`src/rtl/mesi_snoop_ctrl_if.sv`:
```
// ----------------------------------------------------------------------------
// mesi_snoop_ctrl_if
// Snoop-bus bundle between the shared snoop bus and the MESI snoop controller.
//
// Signals:
//   snoop_valid / snoop_ready   snoop request handshake
//   snoop_op                    01 readMiss, 10 writeMiss, 11 invalidate, 00 ignored
//   snoop_addr                  snooped address {tag, index}
//   abort_mem                   tells memory to abort while a Modified line is written back
//   wb_valid / wb_ready         write-back handshake
//   wb_addr / wb_data           write-back address and line data
//   snoop_done / snoop_hit      one-cycle completion pulse and hit flag
//
// Modports:
//   master  bus side (drives the request and wb_ready)
//   slave   controller side
// ----------------------------------------------------------------------------
interface mesi_snoop_ctrl_if #(
    parameter int INDEX_W = 3,
    parameter int TAG_W   = 5,
    parameter int DATA_W  = 32
);
    localparam int ADDR_W = TAG_W + INDEX_W;

    logic              snoop_valid;
    logic              snoop_ready;
    logic [1:0]        snoop_op;
    logic [ADDR_W-1:0] snoop_addr;
    logic              abort_mem;
    logic              wb_valid;
    logic              wb_ready;
    logic [ADDR_W-1:0] wb_addr;
    logic [DATA_W-1:0] wb_data;
    logic              snoop_done;
    logic              snoop_hit;

    modport master (
        output snoop_valid, snoop_op, snoop_addr, wb_ready,
        input  snoop_ready, abort_mem, wb_valid, wb_addr, wb_data,
               snoop_done, snoop_hit
    );

    modport slave (
        input  snoop_valid, snoop_op, snoop_addr, wb_ready,
        output snoop_ready, abort_mem, wb_valid, wb_addr, wb_data,
               snoop_done, snoop_hit
    );
endinterface

```
`src/rtl/mesi_snoop_ctrl.sv`:
```
// ----------------------------------------------------------------------------
// mesi_snoop_ctrl
// Bus-side MESI snoop controller for a direct-mapped cache of 2**INDEX_W lines.
// Keeps a tag, MESI state and line data per line, accepts one snoop at a time,
// applies the bus-side MESI transition to the addressed line, and writes a
// Modified line back (with a memory abort) before giving it up on a read/write miss.
//
// Ports:
//   clock      rising-edge clock
//   reset      asynchronous, active-low reset
//   bus        snoop-bus bundle (mesi_snoop_ctrl_if.slave)
//   cpu_we     install/update a line, honoured only while cpu_ready
//   cpu_ready  same as snoop_ready (high only when idle)
//   cpu_index / cpu_tag / cpu_state / cpu_data   line contents to install
//   proto_err  sticky: invalidate seen on a Modified line, cleared only by reset
//   hit_count  snoop hit counter   (live only with SNOOP_STATS_EN)
//   wb_count   write-back counter  (live only with SNOOP_STATS_EN)
//
// State encoding: 000 I, 001 M, 010 S, 011 E; codes 1xx are stored as I.
//
// Build option: define SNOOP_STATS_EN to enable the saturating 16-bit
// hit/write-back counters; without it both outputs are tied to zero.
// ----------------------------------------------------------------------------
module mesi_snoop_ctrl #(
    parameter int INDEX_W = 3,
    parameter int TAG_W   = 5,
    parameter int DATA_W  = 32
) (
    input  logic               clock,
    input  logic               reset,
    mesi_snoop_ctrl_if.slave   bus,
    input  logic               cpu_we,
    output logic               cpu_ready,
    input  logic [INDEX_W-1:0] cpu_index,
    input  logic [TAG_W-1:0]   cpu_tag,
    input  logic [2:0]         cpu_state,
    input  logic [DATA_W-1:0]  cpu_data,
    output logic               proto_err,
    output logic [15:0]        hit_count,
    output logic [15:0]        wb_count
);
    localparam int ADDR_W    = TAG_W + INDEX_W;
    localparam int NUM_LINES = 1 << INDEX_W;

    localparam logic [1:0] ST_I = 2'b00;
    localparam logic [1:0] ST_M = 2'b01;
    localparam logic [1:0] ST_S = 2'b10;

    localparam logic [1:0] OP_NONE = 2'b00;
    localparam logic [1:0] OP_RD   = 2'b01;
    localparam logic [1:0] OP_INV  = 2'b11;

    typedef enum logic [1:0] {
        IDLE   = 2'd0,
        LOOKUP = 2'd1,
        WB     = 2'd2,
        RESP   = 2'd3
    } fsm_t;

    // Codes with the top bit set carry no valid MESI meaning and are kept as I.
    function automatic logic [1:0] decodeState(input logic [2:0] code);
        return code[2] ? ST_I : code[1:0];
    endfunction

    // Every bus-side hit ends in S for a readMiss and in I otherwise,
    // whatever the starting state (M, S or E).
    function automatic logic [1:0] snoopNext(input logic [1:0] op);
        return (op == OP_RD) ? ST_S : ST_I;
    endfunction

    function automatic logic [15:0] satInc(input logic [15:0] v);
        return (v == 16'hFFFF) ? v : v + 16'd1;
    endfunction

    fsm_t state;
    fsm_t nextState;

    logic [1:0]        snoopOp_p0;
    logic [ADDR_W-1:0] snoopAddr_p0;
    logic              snoopHit_p1;
    logic              protoErr;

    logic [TAG_W-1:0]  tagArr   [NUM_LINES];
    logic [1:0]        stateArr [NUM_LINES];
    logic [DATA_W-1:0] dataArr  [NUM_LINES];

    logic [INDEX_W-1:0] lineIdx;
    logic [TAG_W-1:0]   lineTag;
    logic [1:0]         lineState;
    logic               lineHit;
    logic               needWb;

    logic snoopReady;
    logic accept;
    logic abortMem;
    logic wbValid;
    logic doneRaw;
    logic lineWe;
    logic cpuWrite;

    assign lineIdx   = snoopAddr_p0[INDEX_W-1:0];
    assign lineTag   = snoopAddr_p0[ADDR_W-1:INDEX_W];
    assign lineState = stateArr[lineIdx];
    assign lineHit   = (tagArr[lineIdx] == lineTag) && (lineState != ST_I);
    // Only a Modified line leaving on a miss owes memory its data.
    assign needWb    = lineHit && (lineState == ST_M) && (snoopOp_p0 != OP_INV);
    assign cpuWrite  = cpu_we && snoopReady;

    always_comb begin
        nextState  = state;
        snoopReady = 1'b0;
        accept     = 1'b0;
        abortMem   = 1'b0;
        wbValid    = 1'b0;
        doneRaw    = 1'b0;
        lineWe     = 1'b0;
        case (state)
            IDLE: begin
                snoopReady = 1'b1;
                if (bus.snoop_valid && (bus.snoop_op != OP_NONE)) begin
                    accept    = 1'b1;
                    nextState = LOOKUP;
                end
            end
            LOOKUP: begin
                if (needWb) begin
                    abortMem  = 1'b1;
                    nextState = WB;
                end else begin
                    lineWe    = lineHit;
                    nextState = RESP;
                end
            end
            WB: begin
                abortMem = 1'b1;
                wbValid  = 1'b1;
                if (bus.wb_ready) begin
                    lineWe    = 1'b1;
                    nextState = RESP;
                end
            end
            RESP: begin
                doneRaw   = 1'b1;
                nextState = IDLE;
            end
            default: nextState = IDLE;
        endcase
    end

    always_ff @(posedge clock or negedge reset) begin
        if (!reset) begin
            state <= IDLE;
        end else begin
            state <= nextState;
        end
    end

    // Stage p0: request captured at accept; p1: hit result captured in LOOKUP.
    always_ff @(posedge clock or negedge reset) begin
        if (!reset) begin
            snoopOp_p0   <= OP_NONE;
            snoopAddr_p0 <= '0;
            snoopHit_p1  <= 1'b0;
            protoErr     <= 1'b0;
        end else begin
            if (accept) begin
                snoopOp_p0   <= bus.snoop_op;
                snoopAddr_p0 <= bus.snoop_addr;
            end
            if (state == LOOKUP) begin
                snoopHit_p1 <= lineHit;
                if (lineHit && (lineState == ST_M) && (snoopOp_p0 == OP_INV)) begin
                    protoErr <= 1'b1;
                end
            end
        end
    end

    // CPU writes only happen in IDLE and snoop updates only in LOOKUP/WB, so the
    // two never collide; an IDLE write is visible to the LOOKUP that follows.
    always_ff @(posedge clock or negedge reset) begin
        if (!reset) begin
            for (int i = 0; i < NUM_LINES; i++) begin
                tagArr[i]   <= '0;
                stateArr[i] <= ST_I;
                dataArr[i]  <= '0;
            end
        end else if (cpuWrite) begin
            tagArr[cpu_index]   <= cpu_tag;
            stateArr[cpu_index] <= decodeState(cpu_state);
            dataArr[cpu_index]  <= cpu_data;
        end else if (lineWe) begin
            stateArr[lineIdx] <= snoopNext(snoopOp_p0);
        end
    end

`ifdef SNOOP_STATS_EN
    logic [15:0] hitCnt;
    logic [15:0] wbCnt;

    always_ff @(posedge clock or negedge reset) begin
        if (!reset) begin
            hitCnt <= '0;
            wbCnt  <= '0;
        end else begin
            if (doneRaw && snoopHit_p1) begin
                hitCnt <= satInc(hitCnt);
            end
            if (wbValid && bus.wb_ready) begin
                wbCnt <= satInc(wbCnt);
            end
        end
    end

    assign hit_count = hitCnt;
    assign wb_count  = wbCnt;
`else
    assign hit_count = 16'd0;
    assign wb_count  = 16'd0;
`endif

    // Handshake outputs are decoded from the state register, so an asynchronous
    // reset drops wb_valid/abort_mem at once and cancels any pending snoop_done.
    assign bus.snoop_ready = snoopReady;
    assign cpu_ready       = snoopReady;
    assign bus.abort_mem   = abortMem;
    assign bus.wb_valid    = wbValid;
    assign bus.wb_addr     = wbValid ? snoopAddr_p0 : '0;
    assign bus.wb_data     = wbValid ? dataArr[lineIdx] : '0;
    assign bus.snoop_done  = doneRaw;
    assign bus.snoop_hit   = doneRaw && snoopHit_p1;
    assign proto_err       = protoErr;
endmodule

```
`src/flat_wrapper.sv`:
```
// flat-port wrapper written by rule: the top's interface ports become plain ports
module mesi_snoop_ctrl_flat 
#(
    parameter int INDEX_W = 3,
    parameter int TAG_W   = 5,
    parameter int DATA_W  = 32
)
  (clock, reset, cpu_we, cpu_ready, cpu_index, cpu_tag, cpu_state, cpu_data, proto_err, hit_count, wb_count, bus_snoop_valid, bus_snoop_op, bus_snoop_addr, bus_wb_ready, bus_snoop_ready, bus_abort_mem, bus_wb_valid, bus_wb_addr, bus_wb_data, bus_snoop_done, bus_snoop_hit);
  mesi_snoop_ctrl_if #(.INDEX_W(INDEX_W), .TAG_W(TAG_W), .DATA_W(DATA_W)) bus_i ();
  input  logic clock;
  input  logic reset;
  input  logic cpu_we;
  output logic cpu_ready;
  input  logic [INDEX_W-1:0] cpu_index;
  input  logic [TAG_W-1:0] cpu_tag;
  input  logic [2:0] cpu_state;
  input  logic [DATA_W-1:0] cpu_data;
  output logic proto_err;
  output logic [15:0] hit_count;
  output logic [15:0] wb_count;
  input wire logic [$bits(bus_i.snoop_valid)-1:0] bus_snoop_valid;
  input wire logic [$bits(bus_i.snoop_op)-1:0] bus_snoop_op;
  input wire logic [$bits(bus_i.snoop_addr)-1:0] bus_snoop_addr;
  input wire logic [$bits(bus_i.wb_ready)-1:0] bus_wb_ready;
  output wire logic [$bits(bus_i.snoop_ready)-1:0] bus_snoop_ready;
  output wire logic [$bits(bus_i.abort_mem)-1:0] bus_abort_mem;
  output wire logic [$bits(bus_i.wb_valid)-1:0] bus_wb_valid;
  output wire logic [$bits(bus_i.wb_addr)-1:0] bus_wb_addr;
  output wire logic [$bits(bus_i.wb_data)-1:0] bus_wb_data;
  output wire logic [$bits(bus_i.snoop_done)-1:0] bus_snoop_done;
  output wire logic [$bits(bus_i.snoop_hit)-1:0] bus_snoop_hit;
  assign bus_i.snoop_valid = bus_snoop_valid;
  assign bus_i.snoop_op = bus_snoop_op;
  assign bus_i.snoop_addr = bus_snoop_addr;
  assign bus_i.wb_ready = bus_wb_ready;
  assign bus_snoop_ready = bus_i.snoop_ready;
  assign bus_abort_mem = bus_i.abort_mem;
  assign bus_wb_valid = bus_i.wb_valid;
  assign bus_wb_addr = bus_i.wb_addr;
  assign bus_wb_data = bus_i.wb_data;
  assign bus_snoop_done = bus_i.snoop_done;
  assign bus_snoop_hit = bus_i.snoop_hit;
  mesi_snoop_ctrl #(.INDEX_W(INDEX_W), .TAG_W(TAG_W), .DATA_W(DATA_W)) u_core (.clock(clock), .reset(reset), .bus(bus_i), .cpu_we(cpu_we), .cpu_ready(cpu_ready), .cpu_index(cpu_index), .cpu_tag(cpu_tag), .cpu_state(cpu_state), .cpu_data(cpu_data), .proto_err(proto_err), .hit_count(hit_count), .wb_count(wb_count));
endmodule
```
`config.mk`:
```
export PLATFORM = sky130hd
export DESIGN_NAME = mesi_snoop_ctrl_flat
export DESIGN_NICKNAME = d
export VERILOG_FILES = /design/src/rtl/mesi_snoop_ctrl_if.sv /design/src/rtl/mesi_snoop_ctrl.sv /design/src/flat_wrapper.sv
export SDC_FILE = /design/constraint.sdc
export NUM_CORES = 1
export LEC_CHECK = 0
export ABC_AREA = 0
export BUFFER_PORTS_ARGS = -buffer_cell sky130_fd_sc_hd__buf_2
export CAP_MARGIN = 10
export CORE_ASPECT_RATIO = 0.8
export CORE_MARGIN = 2
export CORE_UTILIZATION = 56
export CTS_BUF_LIST = sky130_fd_sc_hd__clkbuf_2
export DETAILED_ROUTE_END_ITERATION = 16
export HOLD_SLACK_MARGIN = 0.02
export PLACE_DENSITY = 0.88
export SETUP_SLACK_MARGIN = 0.5
export SLEW_MARGIN = 20
export SYNTH_ARGS = -nofsm -noshare
export SYNTH_HDL_FRONTEND = slang
export SYNTH_SLANG_ARGS = --single-unit
```
`constraint.sdc`:
```
create_clock -name clock -period 2.35 [get_ports clock]
set_input_delay 0.1175 -clock clock [delete_from_list [all_inputs] [get_ports clock]]
set_output_delay 0.1175 -clock clock [all_outputs]
set_load 0.03 [all_outputs]
```
==> out/qor.txt <==
outcome -> finished with violations
violated checks -> negative hold slack, negative setup slack
CP Capture Type -> output pin
min-delay src -> cpu_data[3]
RSZ-0062 raised after global routing -> yes
CTS tree -> built
Net Sw Frac -> 0.439
Congestion Overflow GR -> 0
drt drc -> 0
Clock Sink Count -> 326
Clock Latency Late Sink -> 1.07 ns
routed vias -> 14,417
Chip Height -> 152 um
Initial Utilization -> 0.566
PD cells -> 1450 nW/um^2
fin nets -> 1,646
Final Max Slew Viols -> 0
clock share of power -> 0.130
post-synthesis sequential area ratio -> 0.532
min-delay worst type -> in2reg
Peak VDD IR -> 860 uV
power share of the combinational group -> 0.536
Switch Pwr -> 14.4 mW
PortBufs -> 104
min Tclk post-route -> 3.59 ns
reg2reg start -> u_core.snoopAddr_p0[0]
Startpoint Class -> flop
number of global-route vias before repair -> 13,922
EDFF count, synth -> 0
Synth Cell Area -> 15,300 um^2
Cell variety after synth -> 52
clock edge transition at the registers on the reported setup and hold paths -> 0.21 ns
part of the power in registers -> 0.334
first-pass GRT wire length -> 84,500 um
Leak -> 10.2 nW
Pre-antenna DRT Iters -> 8
arrival time at the worst endpoint -> 3.47 ns
Main synth FF type -> dfrtp_1
Routed WL -> 69,700 um
CTS max path bufs -> 3
Synth-to-Final Area Change -> 47.6%
I/O Pins -> 137
Int Pwr -> 18.4 mW
H-tree depth -> 3
R2R cell count -> 11
Hold Path Depth -> 3
Hold Worst Slack -> -0.0212 ns
Max-Cap Viols -> 0
routed length per placed instance -> 34.8 um
fin worst setup slack -> -1.24 ns
ys async rst share -> 1.00
Worst-Margin Slew -> 0.780 ns
Worst Skew -> 0.0962 ns
number of cell rows -> 54
die area -> 28,700 um^2
core box area -> 27,100 um^2
crit path from -> u_core.snoopAddr_p0[0]
Crit Path Max Fanout -> 7
cell count after synthesis -> 1,211
CP Class -> reg2out
CTS root buf -> clkbuf_2
GRT Overall Usage -> 0.385
DIE WIDTH -> 189 um
Via-to-Cell Ratio -> 7.20
number of CTS-inserted buffers -> 81
fmax -> 0.278 GHz
initial antenna violation count -> 1
1st-iter DRT viols -> 2,357
fin util -> 0.835
RePlAce Congestion -> 0.884
layout cells sized above 1 -> 0.591
Avg Inst Size Synth -> 12.7 um^2
synth warn -> 0
largest net degree at the start of global routing -> 76
Hold Vio Cnt, Final -> 1
post-detail-place hpwl -> 26,100 um
final setup fails -> 184
Seq cells post-synth -> 326
antenna-violating nets left -> 0
Required @ worst endpoint -> 2.23 ns
Max-slew headroom -> 0.479
fin crit share -> 1.53
==> layout make-up <==
type                            instances  area, um^2
Sequential cell                       326        8160
Antenna cell                            1        2.50
Fill cell                            1074        4460
Tap cell                              364         455
Inverter                               28         118
Clock inverter                         22         128
Clock buffer                          115         576
Timing Repair Buffer                  377        4420
Multi-Input combinational cell        770        8770
==> worst paths after layout <==
path | end | slack, ns
worst max-delay path | bus_abort_mem | -1.24
worst min-delay path | u_core.dataArr[163] | -0.02
worst max register to register | u_core.stateArr[14] | -0.74
worst min register to register | u_core.proto_err | 0.49
max in group asynchronous | u_core.dataArr[94] | 1.20
min in group asynchronous | u_core.dataArr[141] | 0.21
==> worst max-delay path, stage by stage, from the launching register on <==
cell and delay, ns:
dfrtp_4 0.58, buf_8 0.18, buf_12 0.13, buf_16 0.13
a311oi_1 0.55, o41ai_4 0.17, nor2_1 0.14, and3_4 0.23
a31oi_4 0.10, nor2_2 0.14, buf_6 0.15
==> sequential cells by signal, summed over array words and instances (netlist names) <==
signal / flops
u_core.proto_err: 1
u_core.state: 2
u_core.snoopHit_p1: 1
u_core.dataArr: 256
u_core.snoopAddr_p0: 8
u_core.tagArr: 40
u_core.snoopOp_p0: 2
u_core.stateArr: 16
==> layer usage <==
layer,vias to the layer above,share of wire,GRT usage
met5,-,0,0
met4,0,0.089,0.214
met3,606,0.15,0.116
met2,1649,0.42,0.596
met1,6979,0.34,0.486
li1,5183,-,-
==> logic make-up (layout without fill, tap and decap cells) <==
family / count (synthesis) / after routing / synth area share
and+or+nand+nor: 136 / 136 / 0.0411
other: 1 / 33 / 0.000244
DFF: 326 / 326 / 0.532
buffers and inverters: 146 / 542 / 0.0472
AOI/OAI and AO/OA: 238 / 238 / 0.112
adders and majority gates: 4 / 4 / 0.00326
xor gates and xnor gates: 1 / 1 / 0.000571
muxes: 359 / 359 / 0.264
==> layout by cell type (no fill, tap or decap), drive strengths merged, types with 2 or more instances in the layout <==
| cell type | Yosys | routed |
|---|---|---|
| nand3 | 9 | 9 |
| and3 | 3 | 3 |
| o211ai | 8 | 8 |
| inv | 27 | 28 |
| a211oi | 10 | 10 |
| and2 | 10 | 10 |
| a31oi | 6 | 6 |
| dfrtp | 326 | 326 |
| dlygate4sd3 | 0 | 80 |
| mux2i | 40 | 40 |
| or3 | 4 | 4 |
| a221oi | 7 | 7 |
| o22ai | 20 | 20 |
| o21ai | 31 | 31 |
| nand2b | 4 | 4 |
| clkinvlp | 0 | 2 |
| a21oi | 29 | 29 |
| nor3 | 6 | 6 |
| nand2 | 33 | 33 |
| clkinv | 1 | 19 |
| mux4 | 5 | 5 |
| ha | 4 | 4 |
| a22oi | 91 | 91 |
| buf | 61 | 281 |
| conb | 1 | 32 |
| a22o | 3 | 3 |
| a41oi | 17 | 17 |
| o32ai | 4 | 4 |
| a311oi | 4 | 4 |
| nor2b | 6 | 6 |
| clkbuf | 57 | 131 |
| or2 | 3 | 3 |
| mux2 | 314 | 314 |
| nor3b | 2 | 2 |
| nor2 | 53 | 53 |
==> Yosys cell counts, types with 3 or more instances <==
library cell  count  area (um^2)
dfrtp_1         326         8160
mux2_2          314         3540
a22oi_1          87          653
clkbuf_1         57          214
nor2_1           53          199
mux2i_1          40          400
buf_4            34          255
nand2_1          32          120
o21ai_0          31          155
a21oi_1          29          145
inv_1            27          101
o22ai_1          20          125
a41oi_1          17          149
buf_2            15         75.1
a211oi_1         10         75.1
and2_1           10         62.6
nand3_1           9         45.0
buf_1             8         30.0
o211ai_1          8         60.1
a221oi_1          6         52.6
a31oi_1           6         37.5
nor2b_1           6         37.5
nor3_1            6         30.0
mux4_2            5          113
a22oi_2           4         50.1
a311oi_1          4         35.0
buf_6             4         45.0
ha_1              4         50.1
nand2b_1          4         25.0
o32ai_1           4         35.0
or3_1             4         25.0
a22o_1            3         26.3
and3_1            3         18.8
or2_2             3         18.8
==> power groups by stage <==
| stage | combinational [mW] | clock (mW) | sequential [mW] |
|---|---|---|---|
| detailed placement | 10.8 | 0 | 9.93 |
| global route | 17.8 | 4.44 | 10.9 |
| CTS | 13.7 | 3.81 | 10.0 |
| finish | 17.5 | 4.27 | 10.9 |
| floorplan | 8.43 | 0 | 9.33 |
| global placement | 10.5 | 0 | 9.73 |
==> repair_timing <==
| action | 4_1_cts | 5_1_grt |
|---|---|---|
| endpoints found under the setup margin | 330 | 368 |
| buffers inserted | 34 | 60 |
| hold buffers | 80 | 0 |
| resized for setup | 298 | 179 |
| pin swaps | 73 | 61 |
| endpoints found under the hold margin | 650 | 0 |
| gates cloned | 12 | 19 |
==> metrics by stage <==
step	setup TNS [ns]	std cells	worst slack [ns]	instance area (um^2)	power, mW
3_5_place_dp	-2.32	1659	-0.224	17700	20.8
6_report	-51.77	2003	-1.24	22600	32.8
2_1_floorplan	0	1242	0.142	16900	17.8
5_1_grt	-54.77	2003	-1.28	22600	33.2
3_3_place_gp	-1.49	1659	-0.169	17700	20.2
4_1_cts	-27.06	1922	-0.887	20900	27.6
Note: power is estimated with default switching activity, not from simulation.
